===== config.mk =====
export PLATFORM = sky130hd
export DESIGN_NAME = prefetch_fifo_rr_drain_arb
export DESIGN_NICKNAME = d
export VERILOG_FILES = /design/src/rtl/prefetch_fifo_rr_drain_arb.sv
export SDC_FILE = /design/constraint.sdc
export NUM_CORES = 1
export LEC_CHECK = 0
export CORE_UTILIZATION = 35
export DETAILED_ROUTE_END_ITERATION = 10
export PLACE_DENSITY = 0.78
export REMOVE_ABC_BUFFERS = 1
export SLEW_MARGIN = 20
export SYNTH_ARGS = -nofsm -noshare
export SYNTH_HDL_FRONTEND = slang
export SYNTH_SLANG_ARGS = --single-unit

===== constraint.sdc =====
create_clock -name rd_clk -period 2 [get_ports rd_clk]
set_input_delay 0.4 -clock rd_clk [delete_from_list [all_inputs] [get_ports rd_clk]]
set_output_delay 0.4 -clock rd_clk [all_outputs]
set_load 0.005 [all_outputs]

===== src/rtl/prefetch_fifo_rr_drain_arb.sv =====
// prefetch_fifo_rr_drain_arb: round-robin burst drain of N_CH prefetch FIFOs (ch_en/ch_rd_vld/ch_rd_data in, ch_rd_en out) into one registered channel-tagged stream (out_data/out_ch/out_last/out_vld, out_rdy in), busy while bursting
module prefetch_fifo_rr_drain_arb #(
  parameter int N_CH = 4,
  parameter int DATA_W = 16,
  parameter int BURST_LEN = 8,
  parameter int CH_W = $clog2(N_CH),
  parameter int CNT_W = $clog2(BURST_LEN + 1)
) (
  input  logic                     rd_clk,
  input  logic                     rd_rst,
  input  logic [N_CH-1:0]          ch_en,
  input  logic [N_CH-1:0]          ch_rd_vld,
  input  logic [N_CH*DATA_W-1:0]   ch_rd_data,
  output logic [N_CH-1:0]          ch_rd_en,
  output logic [DATA_W-1:0]        out_data,
  output logic [CH_W-1:0]          out_ch,
  output logic                     out_last,
  output logic                     out_vld,
  input  logic                     out_rdy,
  output logic                     busy
);
  localparam logic [0:0] IDLE = 1'b0;
  localparam logic [0:0] BURST = 1'b1;
  logic [0:0] state;
  logic [CH_W-1:0] gnt, last_gnt, pick;
  logic [CNT_W-1:0] cnt;
  logic [N_CH-1:0] req;
  logic [N_CH-1:0][CH_W-1:0] cand;
  logic [DATA_W-1:0] dat [N_CH];
  logic load, pop, last_word;
  for (genvar i = 0; i < N_CH; i++) begin : g_ch
    assign dat[i] = ch_rd_data[i*DATA_W +: DATA_W];
    assign cand[i] = CH_W'((int'(last_gnt) + 1 + i) % N_CH);
  end
  assign req = ch_rd_vld & ch_en;
  assign load = ~out_vld | out_rdy;
  assign busy = state == BURST;
  assign pop = busy & load & ch_rd_vld[gnt];
  assign last_word = cnt == CNT_W'(BURST_LEN - 1);
  always_comb begin
    ch_rd_en = '0;
    ch_rd_en[gnt] = pop;
  end
  always_comb begin
    pick = '0;
    for (int k = N_CH - 1; k >= 0; k--)
      pick = req[cand[k]] ? cand[k] : pick;
  end
  always_ff @(posedge rd_clk or posedge rd_rst) begin
    if (rd_rst) begin
      state <= IDLE;
      gnt <= '0;
      last_gnt <= CH_W'(N_CH - 1);
      cnt <= '0;
      out_vld <= 1'b0;
      out_last <= 1'b0;
      out_data <= '0;
      out_ch <= '0;
    end else begin
      if (!busy && |req) begin
        state <= BURST;
        gnt <= pick;
        last_gnt <= pick;
        cnt <= '0;
      end else if (busy && load && (!ch_rd_vld[gnt] || last_word)) begin
        state <= IDLE;
      end
      if (pop) begin
        cnt <= cnt + CNT_W'(1);
        out_data <= dat[gnt];
        out_ch <= gnt;
        out_vld <= 1'b1;
        out_last <= last_word;
      end else if (load) begin
        out_vld <= 1'b0;
        out_last <= 1'b0;
      end
    end
  end
endmodule


# ---- Word-level counts from Yosys, hierarchy flattened
# Cells that the tools add are included.
dict set report word_totals {
  output_inout_bits 25
  word_cells 65
  inputBits 75
  ff_bits 29
}
dict set report op_classes {
  n_mux 26
  n_eq_ne 1
  n_bitwise 7
  n_lt_le_gt_ge 7
  add_sub_neg 5
  reduce_logical 11
}
# cell n
set ops {}
lappend ops {{binary-select mux 16 bit (select 2 bit)} 1}
lappend ops {{2-to-1 mux 16 bit} 2}
lappend ops {{less-than comparator 2 x 3 -> 1 bit (second input constant)} 5}
lappend ops {{2-to-1 mux 1 bit} 11}
lappend ops {{binary-select mux 1 bit (select 2 bit)} 5}
lappend ops {{bitwise AND 4 bit} 2}
lappend ops {{2-to-1 mux 2 bit} 4}
lappend ops {{2-to-1 mux 4 bit} 2}
lappend ops {{adder 2 bit (second input constant)} 3}
lappend ops {{nonzero test 2 bit} 3}
lappend ops {{adder 4 x 1 -> 4 bit (second input constant)} 1}
lappend ops {{equality test 4 x 3 -> 1 bit (second input constant)} 1}
lappend ops {{logical AND 1 bit} 4}
lappend ops {{OR reduction 4 bit} 1}
lappend ops {{>= comparator 3 bit (second input constant)} 1}
lappend ops {{NOT 2 -> 3 bit} 1}
lappend ops {{adder 2 x 1 -> 2 bit (second input constant)} 1}
lappend ops {{bitwise AND 1 bit} 2}
lappend ops {{demux 1 bit (select 2 bit)} 1}
lappend ops {{>= comparator 2 x 1 -> 1 bit (second input constant)} 1}
lappend ops {{zero test 1 bit} 2}
lappend ops {{logical OR 1 bit} 1}
lappend ops {{NOT 1 bit} 1}
lappend ops {{OR 1 bit} 1}

# ---- Depth between registers and ports, before layout
# Gate-level depths: netlist of the first run.
dict set report logic_depth {
  word_depth 8
  mapped_depth 6
  ltp_nobuf 5
}

# ---- Least setup slack after synthesis of the first run
# OpenSTA, ideal clock, no wires.
dict set report synth_path {
  path_kind {reg-to-reg}
  start {reg gnt[0]}
  end {reg out_data[0]}
  setup_time_ns 0.125
  required_time_ns 1.875
  arrival_ns 1.627
  slack_ns 0.249
  synth_period_minus_slack_ns 1.751
  path_stages_with_launch 5
  n_path_buf 2
  path_cell_list {dfrtp_1 > buf_2 > buf_1 > mux4_2 > mux2_2}
}
dict set report synth_via {
  elab_chain_len 4
  elab_cells_between_ends 7
  cone_classes {5 x mux; 2 x bitwise}
}
# element line_no
set synth_lines {}
lappend synth_lines {{start: declaration} 25} ;# logic [CH_W-1:0] gnt, last_gnt, pick;
lappend synth_lines {{start signal: assignment} 62} ;# gnt <= pick;
lappend synth_lines {{NOT 2 -> 3 bit (implied by the code)} 70} ;# out_data <= dat[gnt];
lappend synth_lines {{binary-select mux 16 bit (select 2 bit)} 70}
lappend synth_lines {{2-to-1 mux 16 bit (implied by the code) (2 in series)} 70}
lappend synth_lines {{end signal: assignment} 70}
lappend synth_lines {{end: declaration} 15} ;# output logic [DATA_W-1:0] out_data,
# Several ways; a longest one is shown, not always the timed one. The select of a mux whose other input is x is not followed.
# A chain may end at the register's enable or synchronous reset.

# ---- Worst setup path in the final report of the first run
dict set report layout_path {
  start {in out_rdy}
  end {out ch_rd_en[2]}
}
dict set report layout_via {
  elab_chain_len 4
}
# element line_no
set layout_lines {}
lappend layout_lines {{start: declaration} 19} ;# input logic out_rdy,
lappend layout_lines {{OR 1 bit} 36} ;# assign load = ~out_vld | out_rdy;
lappend layout_lines {{bitwise AND 1 bit (2 in series)} 38} ;# assign pop = busy & load & ch_rd_vld[gnt];
lappend layout_lines {{bitwise AND 4 bit (no line)} n/a}
lappend layout_lines {{end: declaration} 14} ;# output logic [N_CH-1:0] ch_rd_en,
# Every way passes these cells.

==> qor.yml, run 1 <==
outcome:
  status: "completed"
clock_tree:
  cts_buffers: 5
  clk_pin_slew_ns: 0.07
  cts_root_buffer: "clkbuf_8"
  htreeDepth: 2
  cts_buffer_depth: 2
  cts_sinks: 29
  clk_latency_ns: 0.29
  post_cts_buffers: 0
  cts_tree: "yes"
synthesis:
  ys_ff_latch: 29
  yosysWarnings: 0
  synth_flop_cell: "dfrtp_1"
  synth-seq-area-share: 0.423
  syn_inst: 133
  synth_edf_count: 0
  synthArstFlopShare: 1.00
  synthDistinctLibCells: 35
  avgSynthCellArea_sq_um: 12.9
  syn_area_sq_mm: 0.00172
setup_path:
  cp-start-kind: "input port"
  rrSetupSlack_ns: 0.10
  critPathMaxFanout: 3
  critPathArrivalTime_ns: 1.52
  endpoint_kind: "output pin"
  r2r-start: "gnt[1]$_DFFE_PP0P_"
  criticalPathCategory: "input port to output pin"
  r2r_cells: 5
  r2r-end: "cnt[3]$_DFFE_PP0P_"
  critPathRequiredTime_ns: 1.60
global_routing:
  grt_use_total: 0.181
  antenna_found_initial: 0
  grt_max_degree: 30
  grt_overflow_total: 0
  grt_pass1_wl_um: 7090
  first_global_vias: 1537
die:
  die_x_um: 72.1
  std_cell_rows: 25
  die-area_sq_mm: 0.00520
  die_h_um: 72.1
  ioPinCount: 100
  coreArea_sq_mm: 0.00472
  initial_core_util: 0.364
flow_run:
  maxCapViolCount: 0
routing:
  wl_per_cell_um: 14.2
  ant_nets: 0
  drc: 0
  dr.pass1.iters: 4
  via_per_inst: 5.03
  drt_wl_total_um: 4510
  via_count: 1599
  drtIter0Drc: 81
timing:
  period_minus_slack_ns: 1.92
  grt_setup_unrepaired: "no"
  tightestPinTransition_ns: 0.398
  worst_slack_ns: 0.0756
  final_max_slew_viol_count: 0
  period_share: 0.962
  finalHoldViolCount: 0
  fin_worst_skew_ns: 0.00630
  fmaxAchievable_mhz: 520
  relSlewSlack: 0.734
  setup_violations: 0
final_layout:
  fin_util: 0.636
  final_nets: 326
  diodes: 0
  layout-drive-gt1-share: 0.275
  stdcell_area_sq_mm: 0.00300
  syn_to_final_growth_pct: 74.6
power:
  p_leak_nw: 1.24
  power_density_mw_per_mm2: 1210
  vdd_drop_max_uv: 488
placement:
  place_congestion: 0.860
  placed_area_sq_mm: 0.00291
  dp_slack_ns: -0.349
  hpwl_um: 3620
  io_buffers: 99
hold_path:
  worstHoldPathType: "input port to async pin"
==> layout make-up <==
| type | instances | area (sq um) |
|---|---|---|
| fill | 396 | 1720 |
| timing repair buffer | 118 | 1140 |
| multi-input combinational | 92 | 957 |
| sequential | 29 | 728 |
| tap | 67 | 83.8 |
| clock buffer | 6 | 72.6 |
| inverter | 4 | 15.0 |
| clock inverter | 2 | 10.0 |
==> worst max path at each step <==
stage                         endpoint  slack [ns]  depth (start not counted)          startpoint
finish                     ch_rd_en[2]        0.08                          5             out_rdy
CTS                        ch_rd_en[0]        0.01                          5             out_rdy
detailed placement         ch_rd_en[0]       -0.35                          5             out_rdy
floorplan           cnt[3]$_DFFE_PP0P_       -0.22                          4  gnt[0]$_DFFE_PP0P_
global route               ch_rd_en[2]        0.03                          5             out_rdy
global placement           ch_rd_en[0]       -0.35                          5             out_rdy
==> worst max-delay path, stage by stage <==
cell and delay [ns]:
clkdlybuf4s50_1 0.47, nand2b_4 0.14, nand3_2 0.10, nor3b_2 0.17
dlygate4sd2_1 0.24
==> layout by cell type (no fill, tap or decap), types with 2 or more instances in the layout <==
cell and instances:
dfrtp_1 27, nor3_1 2, a21o_1 2, a21oi_1 2, buf_4 18, dfstp_2 2
o31ai_1 2, nor3b_1 3, dlygate4sd2_1 3, nor2_1 3, mux4_2 17, nand2_1 17
clkinv_2 2, clkdlybuf4s50_1 95, o21ai_0 3, a31oi_1 3, nand3_1 3, inv_1 4
mux2i_1 2, mux2_2 17, clkbuf_8 5
==> cells by family after synthesis <==
family / share of synthesized area
fa+ha+maj: 0.00727
buf+inv: 0.0342
compound gates: 0.0829
flops: 0.423
simple gates: 0.107
mux: 0.345
==> per-stage QoR <==
step                      TNS, ns  total power, W  instances  hold slack (ns)
after floorplan             -3.58         0.00214        125            0.469
after global placement      -3.33         0.00315        310            0.482
after detailed placement    -4.38         0.00320        310            0.478
after CTS                       0         0.00369        318            0.487
after global routing            0         0.00389        318            0.516
final                           0         0.00364        318            0.481
==> power by group <==
part	internal, W	leakage, nW	total, W	switching (W)
clock network	0.000240	0.0450	0.000463	0.000223
registers	0.000881	0.348	0.00110	0.000222
logic	0.00134	0.847	0.00207	0.000731
==> state kept, by name (all words and copies together) (netlist names) <==
signal / flops
out_ch: 2
out_vld: 1
last_gnt: 2
busy: 1
out_last: 1
gnt: 2
cnt: 4
out_data: 16
==> per-layer routing <==
layer / track usage / routed length [um] / vias up
met1: 0.223 / 1850 / 767
li1: - / - / 749
met3: 0.0639 / 448 / 7
met4: 0.0719 / 68 / 0
met5: 0 / 0 / -
met2: 0.293 / 2140 / 76
==> Yosys cell counts, types with 2 or more instances <==
cell      number  area, sq um
dfrtp_1       27          676
inv_1          4         15.0
a31oi_1        3         18.8
mux4_2        17          383
buf_1          2         7.51
dfstp_2        2         52.6
nor2_1         3         11.3
buf_2          2         10.0
nor3b_1        4         30.0
mux2_2        17          191
o21ai_0        3         15.0
o31ai_1        2         15.0
nor3_1         2         10.0
a21oi_1        2         10.0
clkbuf_1       2         7.51
nand3_1        4         20.0
mux2i_1        2         20.0
nand2_1       17         63.8
a21o_1         2         15.0
==> what timing repair did <==
item / CTS / global route
resized for setup: 8 / 2
endpoints found under the hold margin: 0 / 0
endpoints found under the setup margin: 4 / 3
pin swaps: 2 / 1
hold buffers: 0 / 0
Power figures use the tool's default switching activity.
==> run 2: changes to the inputs <==
--- a/config.mk
+++ b/config.mk
@@ -7,6 +7,7 @@
 export LEC_CHECK = 0
 export CORE_UTILIZATION = 35
 export DETAILED_ROUTE_END_ITERATION = 10
+export GPL_ROUTABILITY_DRIVEN = 0
 export PLACE_DENSITY = 0.78
 export REMOVE_ABC_BUFFERS = 1
 export SLEW_MARGIN = 20
==> results of run 2 <==
Final layout, timing and power as in run 1 (identical DEF).
